--- src/rtl/alu_muldiv_seq.sv ---
`default_nettype none
// ============================================================================
// Module      : alu_muldiv_seq
// Description : Iterative MULT/MULTU/DIV/DIVU unit. It handles one partial
//               product or one quotient bit per cycle and writes HI/LO.
// Revision    : 1.0 - initial release
// ============================================================================
module alu_muldiv_seq #(
    parameter int DATA_WIDTH = 32
) (
    input  logic                  clk,
    input  logic                  rst,
    input  logic                  in_valid,
    output logic                  in_ready,
    input  logic [1:0]            op,
    input  logic [DATA_WIDTH-1:0] a,
    input  logic [DATA_WIDTH-1:0] b,
    input  logic                  cancel,
    output logic                  out_valid,
    input  logic                  out_ready,
    output logic [DATA_WIDTH-1:0] hi,
    output logic [DATA_WIDTH-1:0] lo,
    output logic                  div_by_zero
);

    localparam int W  = DATA_WIDTH;
    localparam int CW = $clog2(W);
    localparam logic [CW-1:0] LAST_STEP = CW'(W - 1);

    typedef enum logic [1:0] {
        ST_IDLE = 2'd0,
        ST_CALC = 2'd1,
        ST_FIX  = 2'd2,
        ST_DONE = 2'd3
    } state_t;

    state_t          state_q, state_d;
    logic [1:0]      op_q, op_d;
    logic [CW-1:0]   cnt_q, cnt_d;
    logic [2*W-1:0]  acc_q, acc_d;      // product, or quotient in the low half
    logic [W-1:0]    rem_q, rem_d;
    logic [W-1:0]    mcand_q, mcand_d;  // multiplicand or divisor magnitude
    logic            neg_res_q, neg_res_d;
    logic            neg_rem_q, neg_rem_d;
    logic            dbz_pend_q, dbz_pend_d;
    logic [W-1:0]    hi_q, hi_d;
    logic [W-1:0]    lo_q, lo_d;
    logic            dbz_q, dbz_d;

    logic            w_a_neg, w_b_neg;
    logic [W-1:0]    w_a_abs, w_b_abs;
    logic [W:0]      w_mul_sum;
    logic [W:0]      w_div_diff;
    logic [W-1:0]    w_div_keep;
    logic [2*W-1:0]  w_prod_fix;
    logic [W-1:0]    w_quo_fix, w_rem_fix;

    assign w_a_neg = ~op[0] & a[W-1];
    assign w_b_neg = ~op[0] & b[W-1];
    assign w_a_abs = w_a_neg ? -a : a;
    assign w_b_abs = w_b_neg ? -b : b;

    assign w_mul_sum  = {1'b0, acc_q[2*W-1:W]} + {1'b0, (acc_q[0] ? mcand_q : {W{1'b0}})};
    // The shifted partial remainder is W+1 bits; a borrow in the top bit means restore.
    assign w_div_diff = {rem_q, acc_q[W-1]} - {1'b0, mcand_q};
    assign w_div_keep = {rem_q[W-2:0], acc_q[W-1]};

    assign w_prod_fix = neg_res_q ? -acc_q : acc_q;
    assign w_quo_fix  = neg_res_q ? -acc_q[W-1:0] : acc_q[W-1:0];
    assign w_rem_fix  = neg_rem_q ? -rem_q : rem_q;

    always_comb begin
        state_d    = state_q;
        op_d       = op_q;
        cnt_d      = cnt_q;
        acc_d      = acc_q;
        rem_d      = rem_q;
        mcand_d    = mcand_q;
        neg_res_d  = neg_res_q;
        neg_rem_d  = neg_rem_q;
        dbz_pend_d = dbz_pend_q;
        hi_d       = hi_q;
        lo_d       = lo_q;
        dbz_d      = dbz_q;

        case (state_q)
            ST_IDLE: begin
                if (in_valid) begin
                    state_d    = ST_CALC;
                    op_d       = op;
                    cnt_d      = '0;
                    rem_d      = '0;
                    neg_res_d  = w_a_neg ^ w_b_neg;
                    neg_rem_d  = w_a_neg;
                    dbz_pend_d = op[1] && (b == '0);
                    if (op[1]) begin
                        // A zero divisor keeps the raw dividend so it can be reported in HI.
                        acc_d   = {{W{1'b0}}, ((b == '0) ? a : w_a_abs)};
                        mcand_d = w_b_abs;
                    end else begin
                        acc_d   = {{W{1'b0}}, w_b_abs};
                        mcand_d = w_a_abs;
                    end
                end
            end
            ST_CALC: begin
                if (cancel) begin
                    state_d = ST_IDLE;
                end else if (dbz_pend_q) begin
                    state_d = ST_DONE;
                    hi_d    = acc_q[W-1:0];
                    lo_d    = {W{1'b1}};
                    dbz_d   = 1'b1;
                end else begin
                    cnt_d = cnt_q + CW'(1);
                    if (op_q[1]) begin
                        if (w_div_diff[W]) begin
                            rem_d = w_div_keep;
                            acc_d = {acc_q[2*W-1:W], acc_q[W-2:0], 1'b0};
                        end else begin
                            rem_d = w_div_diff[W-1:0];
                            acc_d = {acc_q[2*W-1:W], acc_q[W-2:0], 1'b1};
                        end
                    end else begin
                        acc_d = {w_mul_sum, acc_q[W-1:1]};
                    end
                    if (cnt_q == LAST_STEP) begin
                        state_d = ST_FIX;
                    end
                end
            end
            ST_FIX: begin
                if (cancel) begin
                    state_d = ST_IDLE;
                end else begin
                    state_d = ST_DONE;
                    dbz_d   = 1'b0;
                    if (op_q[1]) begin
                        hi_d = w_rem_fix;
                        lo_d = w_quo_fix;
                    end else begin
                        hi_d = w_prod_fix[2*W-1:W];
                        lo_d = w_prod_fix[W-1:0];
                    end
                end
            end
            ST_DONE: begin
                if (out_ready) begin
                    state_d = ST_IDLE;
                end
            end
            default: state_d = ST_IDLE;
        endcase
    end

    always_ff @(posedge clk) begin
        if (rst) begin
            state_q    <= ST_IDLE;
            op_q       <= '0;
            cnt_q      <= '0;
            acc_q      <= '0;
            rem_q      <= '0;
            mcand_q    <= '0;
            neg_res_q  <= 1'b0;
            neg_rem_q  <= 1'b0;
            dbz_pend_q <= 1'b0;
            hi_q       <= '0;
            lo_q       <= '0;
            dbz_q      <= 1'b0;
        end else begin
            state_q    <= state_d;
            op_q       <= op_d;
            cnt_q      <= cnt_d;
            acc_q      <= acc_d;
            rem_q      <= rem_d;
            mcand_q    <= mcand_d;
            neg_res_q  <= neg_res_d;
            neg_rem_q  <= neg_rem_d;
            dbz_pend_q <= dbz_pend_d;
            hi_q       <= hi_d;
            lo_q       <= lo_d;
            dbz_q      <= dbz_d;
        end
    end

    assign in_ready    = (state_q == ST_IDLE);
    assign out_valid   = (state_q == ST_DONE);
    assign hi          = hi_q;
    assign lo          = lo_q;
    assign div_by_zero = dbz_q;

endmodule
`default_nettype wire

--- config.mk ---
export PLATFORM = sky130hd
export DESIGN_NAME = alu_muldiv_seq
export DESIGN_NICKNAME = d
export VERILOG_FILES = /design/src/rtl/alu_muldiv_seq.sv
export SDC_FILE = /design/constraint.sdc
export NUM_CORES = 1
export LEC_CHECK = 0
export BUFFER_PORTS_ARGS = -buffer_cell sky130_fd_sc_hd__buf_2
export CAP_MARGIN = 10
export CORE_MARGIN = 1.5
export CORE_UTILIZATION = 50
export CTS_BUF_LIST = sky130_fd_sc_hd__clkbuf_8
export CTS_CLUSTER_DIAMETER = 60
export DETAILED_ROUTE_END_ITERATION = 10
export PLACE_DENSITY_LB_ADDON = 0.15
export SLEW_MARGIN = 20
export SYNTH_ARGS = -nofsm -noshare
export SYNTH_HDL_FRONTEND = slang
export SYNTH_SLANG_ARGS = --single-unit
export TNS_END_PERCENT = 10
--- constraint.sdc ---
create_clock -name clk -period 3.58 [get_ports clk]
set_input_delay 0.358 -clock clk [delete_from_list [all_inputs] [get_ports clk]]
set_output_delay 0.358 -clock clk [all_outputs]
set_load 0.1 [all_outputs]
======== Yosys cells after proc, flatten, opt, wreduce, memory -nomap -nowiden ========
Cells that the tools add are included.
word-level totals
  register bits ........................... 205
  bits in latches ......................... 0
  memories kept ........................... 0
  RAM bits ................................ 0
  logic and storage cells ................. 95
  ROM bits ................................ 0
  output and inout bits ................... 67
cells by class
  reduce and logical (&&, ||, !) cells .... 11
  equality and inequality tests ........... 13
  mux-type cells .......................... 46
  $add $sub $neg .......................... 8
  multipliers ............................. 0
  order comparisons ....................... 0
  shift operators ......................... 0
  div/mod/pow operators ................... 0
  bitwise gates (word level) .............. 4
operator list
  kind                 number
  $mux 32              21
  $mux 64              5
  $pmux 32 s2          3
  $neg 32->32          4
  $pmux 64 s2          1
  $neg 64->64          1
  $add 32x32->33       1
  $sub 33x32->33       1
  $logic_not 32->1     1
  $mux 5               3
  $ne 2x2->1 const B   7
  $mux 2               6
  $pmux 5 s2           1
  $reduce_and 5->1     2
  $pmux 2 s4           1
  $reduce_and 4->1     2
  $add 5x1->5 const B  1
  $eq 5x5->1 const B   1
  $eq 2x2->1 const B   2
  $mux 1               4
  $ne 4x4->1 const B   1
  $reduce_bool 2->1    2
  $reduce_and 3->1     1
  $and 1x1->1          2
  other kinds (8)      8

======== Logic depth before layout (Yosys ltp) ========
  word-level depth ........................ 7
  mapped depth ............................ 15
  mapped depth without buffers ............ 13

======== Worst setup path after synthesis ========
Ideal clock, no wire load.
  path type ............................... register to register
  start point ............................. reg acc_q[0]
  end point ............................... reg acc_q[54]
  cell stages (with the launch flop) ...... 15
  library setup time ...................... 0.117 ns
  arrival time ............................ 3.356 ns
  path slack .............................. 0.107 ns
  path buffers ............................ 2
  cell sequence ........................... dfxtp_1 -> clkbuf_1 -> inv_1 -> clkbuf_1 -> nor2_1 -> ha_1 -> a21oi_1 -> nor2_1 -> a211oi_1 -> a211oi_1 -> a2111oi_0 -> and2_1 -> o21ai_0 -> xnor2_1 -> a22o_1
between the ends
  longest elaborated chain between the ends .. 6
ends and longest elaborated chain
  element                 line  RTL
  start, declared         40    logic [2*W-1:0] acc_q, acc_d;
  start signal, assigned  161   acc_q <= '0;
  start signal, assigned  174   acc_q <= acc_d;
  $mux 32                 63    assign w_mul_sum = {1'b0, acc_q[2*W-1:W]} + {1'b0, (acc_q[0] ? mcand_q : {W{1'b0}})};
  $add 32x32->33          63
  $mux 64                 116   if (op_q[1]) begin
  $mux 64                 109   end else if (dbz_pend_q) begin
  $mux 64                 107   if (cancel) begin
  $pmux 64 s2             86    case (state_q)
No other way between the ends. The select of a mux whose other input is x is not followed.
A chain may end at the register's enable or synchronous reset.

======== Final worst setup path ========
  start point ............................. reg acc_q[52]
  end point ............................... reg hi_q[31], in the netlist hi[31]
between the ends
  longest elaborated chain between the ends .. 5
ends and longest elaborated chain
  element               line  RTL
  $neg 64->64           68    assign w_prod_fix = neg_res_q ? -acc_q : acc_q;
  $mux 64               68
  $mux 32               138   if (op_q[1]) begin
  $mux 32               133   if (cancel) begin
  $pmux 32 s2           86
  end signal, assigned  180   hi_q <= hi_d;
  end, declared         46    logic [W-1:0] hi_q, hi_d;
No other way between the ends. The select of a mux whose other input is x is not followed.

==> results.py <==
metrics = {
    "run_status": {
        "outcome": "complete, no violations",
    },
    "floorplan": {
        "fp-row-count": 66,
        "core_area_sq_um": 32500,
        "die_w_microns": 184,
        "start_util_pct": 50.7,
        "ioPinCount": 138,
        "die-area_sq_um": 34000,
        "die_h_microns": 184,
    },
    "worst_setup_path": {
        "rrSetupSlack_ns": 0.06,
        "reg2reg_to": "hi[31]",
        "crit_chain": "or4_1 -> or3_1 -> or3_1 -> or3_1 -> o311ai_2 -> o2111ai_2 -> a311oi_2 -> a211oi_2 -> nor3_1",
        "worst_ep_arrival_time_ns": 4.02,
        "crit_path_frequent_cell": "or3_1",
        "worstPathMaxFanout": 7,
        "reg2reg_from": "acc_q[52]",
        "start_kind": "flop",
        "crit_buf_inv": 0,
        "required_ns": 4.08,
        "critPathTopFamily": "simple AND/OR/NAND/NOR gates",
        "cp_slowest_stage_delay_ns": 0.62,
        "cp-end-kind": "flop",
        "crit_slowest_cell": "or4_1",
        "crit_type": "flop to flop",
        "r2r_cells": 9,
    },
    "worst_hold_path": {
        "min_from": "out_ready",
        "min_path_type": "input pin to flop",
        "whs_endpoint": "state_q[0]",
        "whs_path_depth": 4,
    },
    "routing": {
        "vias": 17767,
        "drc_errors": 0,
        "vias_per_cell": 6.25,
        "dr.pass1.iters": 6,
        "drtIter0Drc": 2232,
        "wl_per_cell_microns": 22.6,
        "drtAntennaViolNets": 0,
        "wirelength_microns": 64200,
    },
    "placed_design": {
        "place_area_sq_um": 18000,
        "hpwl_microns": 49300,
        "place.gp.congestion": 0.994,
        "port_buffers": 137,
    },
    "timing": {
        "setup_violations": 0,
        "finalCritPeriodShare_pct": 98.2,
        "slew_headroom_pct": 44.4,
        "slew_violations": 0,
        "fin_crit_ns": 3.52,
        "fin_skew_ns": 0.0409,
        "tightest_slew_ns": 0.826,
        "hold_ws_ns": 0.187,
        "rsz0062_at_grt": "true",
        "max_freq_mhz": 284,
        "final_hold_viol_count": 0,
    },
    "layout": {
        "post-route-cell-area_sq_um": 18900,
        "fin_nets": 2513,
        "layout-drive-gt1-share_pct": 14.6,
        "syn_to_final_growth_pct": 14.6,
    },
    "global_routing": {
        "grt_pass1_vias": 16144,
        "grtUsageTotal_pct": 37.3,
        "grt_overflow": 0,
        "grt_max_degree": 99,
        "grt_pass1_wl_microns": 96500,
        "antenna_found_initial": 2,
    },
    "clock_tree": {
        "cts_buffers": 39,
        "cts_hold_buf": 0,
        "clkLatencyLatePin_ns": 0.59,
        "root_buffer": "clkbuf_8",
        "cts_tree": "yes",
        "clockBufferDepth": 3,
        "htreeDepth": 2,
        "clock_sinks": 204,
        "path_clk_slew_ns": 0.06,
    },
    "power": {
        "p_seq_share_pct": 37.0,
        "p_switching_w": 0.00237,
        "p_int_w": 0.00428,
        "combPwrFrac_pct": 26.8,
        "power.density_nw_per_um2": 353,
        "p_leak_nw": 7.77,
        "power_switching_share_pct": 35.7,
        "pwr-share-clk_pct": 36.2,
        "ir_worst_vdd_v": 0.000332,
    },
    "yosys": {
        "yosysWarningCount": 0,
        "synth_flop_cell": "dfxtp_1",
        "syn_area_sq_um": 16400,
        "netlist-cell-type-count": 75,
        "synth_fp_nets": 2376,
        "synth_edf_count": 0,
        "synth_seq_area_share_pct": 24.8,
        "postSynthAreaPerCell_sq_um": 7.37,
        "synthCells": 2233,
        "async_reset_ff_share_pct": 0,
        "ys_ff_latch": 204,
    },
    "job": {
        "cap_violations": 0,
    },
}
-- worst max path at each step --
stage / start / endpoint / slack [ns] / depth (start not counted)
global placement: acc_q[52] / hi[31] / 0.02 / 9
CTS: acc_q[52] / hi[31] / 0.03 / 9
detailed placement: acc_q[52] / hi[31] / 0.08 / 9
global route: acc_q[52] / hi[31] / -0.06 / 9
finish: acc_q[52] / hi[31] / 0.06 / 9
floorplan: acc_q[0] / acc_q[54] / 0.11 / 14
-- Yosys cell counts, types with 20 or more instances --
master,number,share of area [%]
nand2_1,264,6.0
dfxtp_1,204,25
nor2_1,203,4.6
a21oi_1,190,5.8
clkbuf_1,145,3.3
xor2_1,119,6.3
o21ai_0,111,3.4
xnor2_1,108,5.8
nand3_1,98,3.0
ha_1,70,5.3
inv_1,60,1.4
nor3_1,57,1.7
mux2i_1,56,3.4
o211ai_1,54,2.5
a211oi_1,44,2.0
o31ai_1,40,1.8
nand2b_1,33,1.3
a22oi_1,30,1.4
or3_1,29,1.1
a221oi_1,25,1.3
o41ai_1,20,1.1
-- layout by cell type (no fill, tap or decap), drive strengths merged, types with 33 or more instances in the layout --
| master | n |
|---|---|
| ha | 70 |
| inv | 76 |
| clkbuf | 46 |
| o21ai | 114 |
| xor2 | 119 |
| dfxtp | 204 |
| nand2 | 264 |
| a211oi | 44 |
| a21oi | 190 |
| buf | 255 |
| o211ai | 54 |
| nor3 | 57 |
| nor2 | 203 |
| xnor2 | 108 |
| o31ai | 42 |
| nand2b | 33 |
| mux2i | 56 |
| nand3 | 98 |
-- logic make-up after synthesis --
family                   share of synthesized area, %
AND/OR/NAND/NOR                                  22.7
AO/OA/AOI/OAI                                    26.2
adder cells (fa/ha/maj)                          5.57
buffers and inverters                            5.13
XOR/XNOR                                         12.1
multiplexers                                     3.55
flip-flops                                       24.8
-- registers in the layout, summed over array words and instances, names as in the netlist --
register / flops
div_by_zero: 1
op_q: 1
dbz_pend_q: 1
state_q: 2
hi: 32
cnt_q: 5
neg_rem_q: 1
mcand_q: 32
neg_res_q: 1
rem_q: 32
lo: 32
acc_q: 64
-- worst register-to-register path, cell delays in order (launching register included) --
cell,delay [ns]
dfxtp_1,0.40
or4_1,0.62
or3_1,0.38
or3_1,0.38
or3_1,0.38
o311ai_2,0.41
o2111ai_2,0.25
a311oi_2,0.37
a211oi_2,0.06
nor3_1,0.17
-- repair_timing --
| action | 4_1_cts | 5_1_grt |
|---|---|---|
| buffers inserted | 0 | 2 |
| resized for setup | 0 | 12 |
| setup endpoints to repair | 0 | 12 |
-- layout make-up --
class	instances	area (sq um)
inverter	61	233
sequential	204	4090
timing repair buffer	255	1600
fill	3122	13600
clock inverter	23	161
tap	442	553
clock buffer	46	633
multi-input combinational	1809	11600
antenna	1	2.50
-- routing by layer --
| metal | track usage, % | part of all wire (%) | vias to the layer above | routed length, microns |
|---|---|---|---|---|
| met4 | 15.9 | 4.4 | 2 | 2820 |
| met5 | 0 | 0.020 | - | 13 |
| met3 | 7.94 | 9.1 | 141 | 5840 |
| met1 | 51.9 | 44 | 8407 | 28400 |
| li1 | - | - | 8373 | - |
| met2 | 55.2 | 42 | 844 | 27000 |
-- stage by stage --
step / instances / setup TNS [ns] / total power (W) / utilization, % / worst slack [ns]
global route: 2840 / -0.0693 / 0.00692 / 58.1 / -0.0601
global placement: 2769 / 0 / 0.00422 / 55.5 / 0.0202
detailed placement: 2769 / 0 / 0.00424 / 55.5 / 0.0840
finish: 2841 / 0 / 0.00665 / 58.1 / 0.0641
CTS: 2838 / 0 / 0.00663 / 57.9 / 0.0332
floorplan: 2233 / 0 / 0.00362 / - / 0.107
-- power by group through the flow --
stage	logic (W)	registers, W	clock network [W]
detailed placement	0.00173	0.00251	0
finish	0.00178	0.00246	0.00240
CTS	0.00174	0.00246	0.00243
global placement	0.00172	0.00250	0
global route	0.00191	0.00247	0.00254
floorplan	0.00105	0.00257	0
Note: power is estimated with default switching activity, not from simulation.
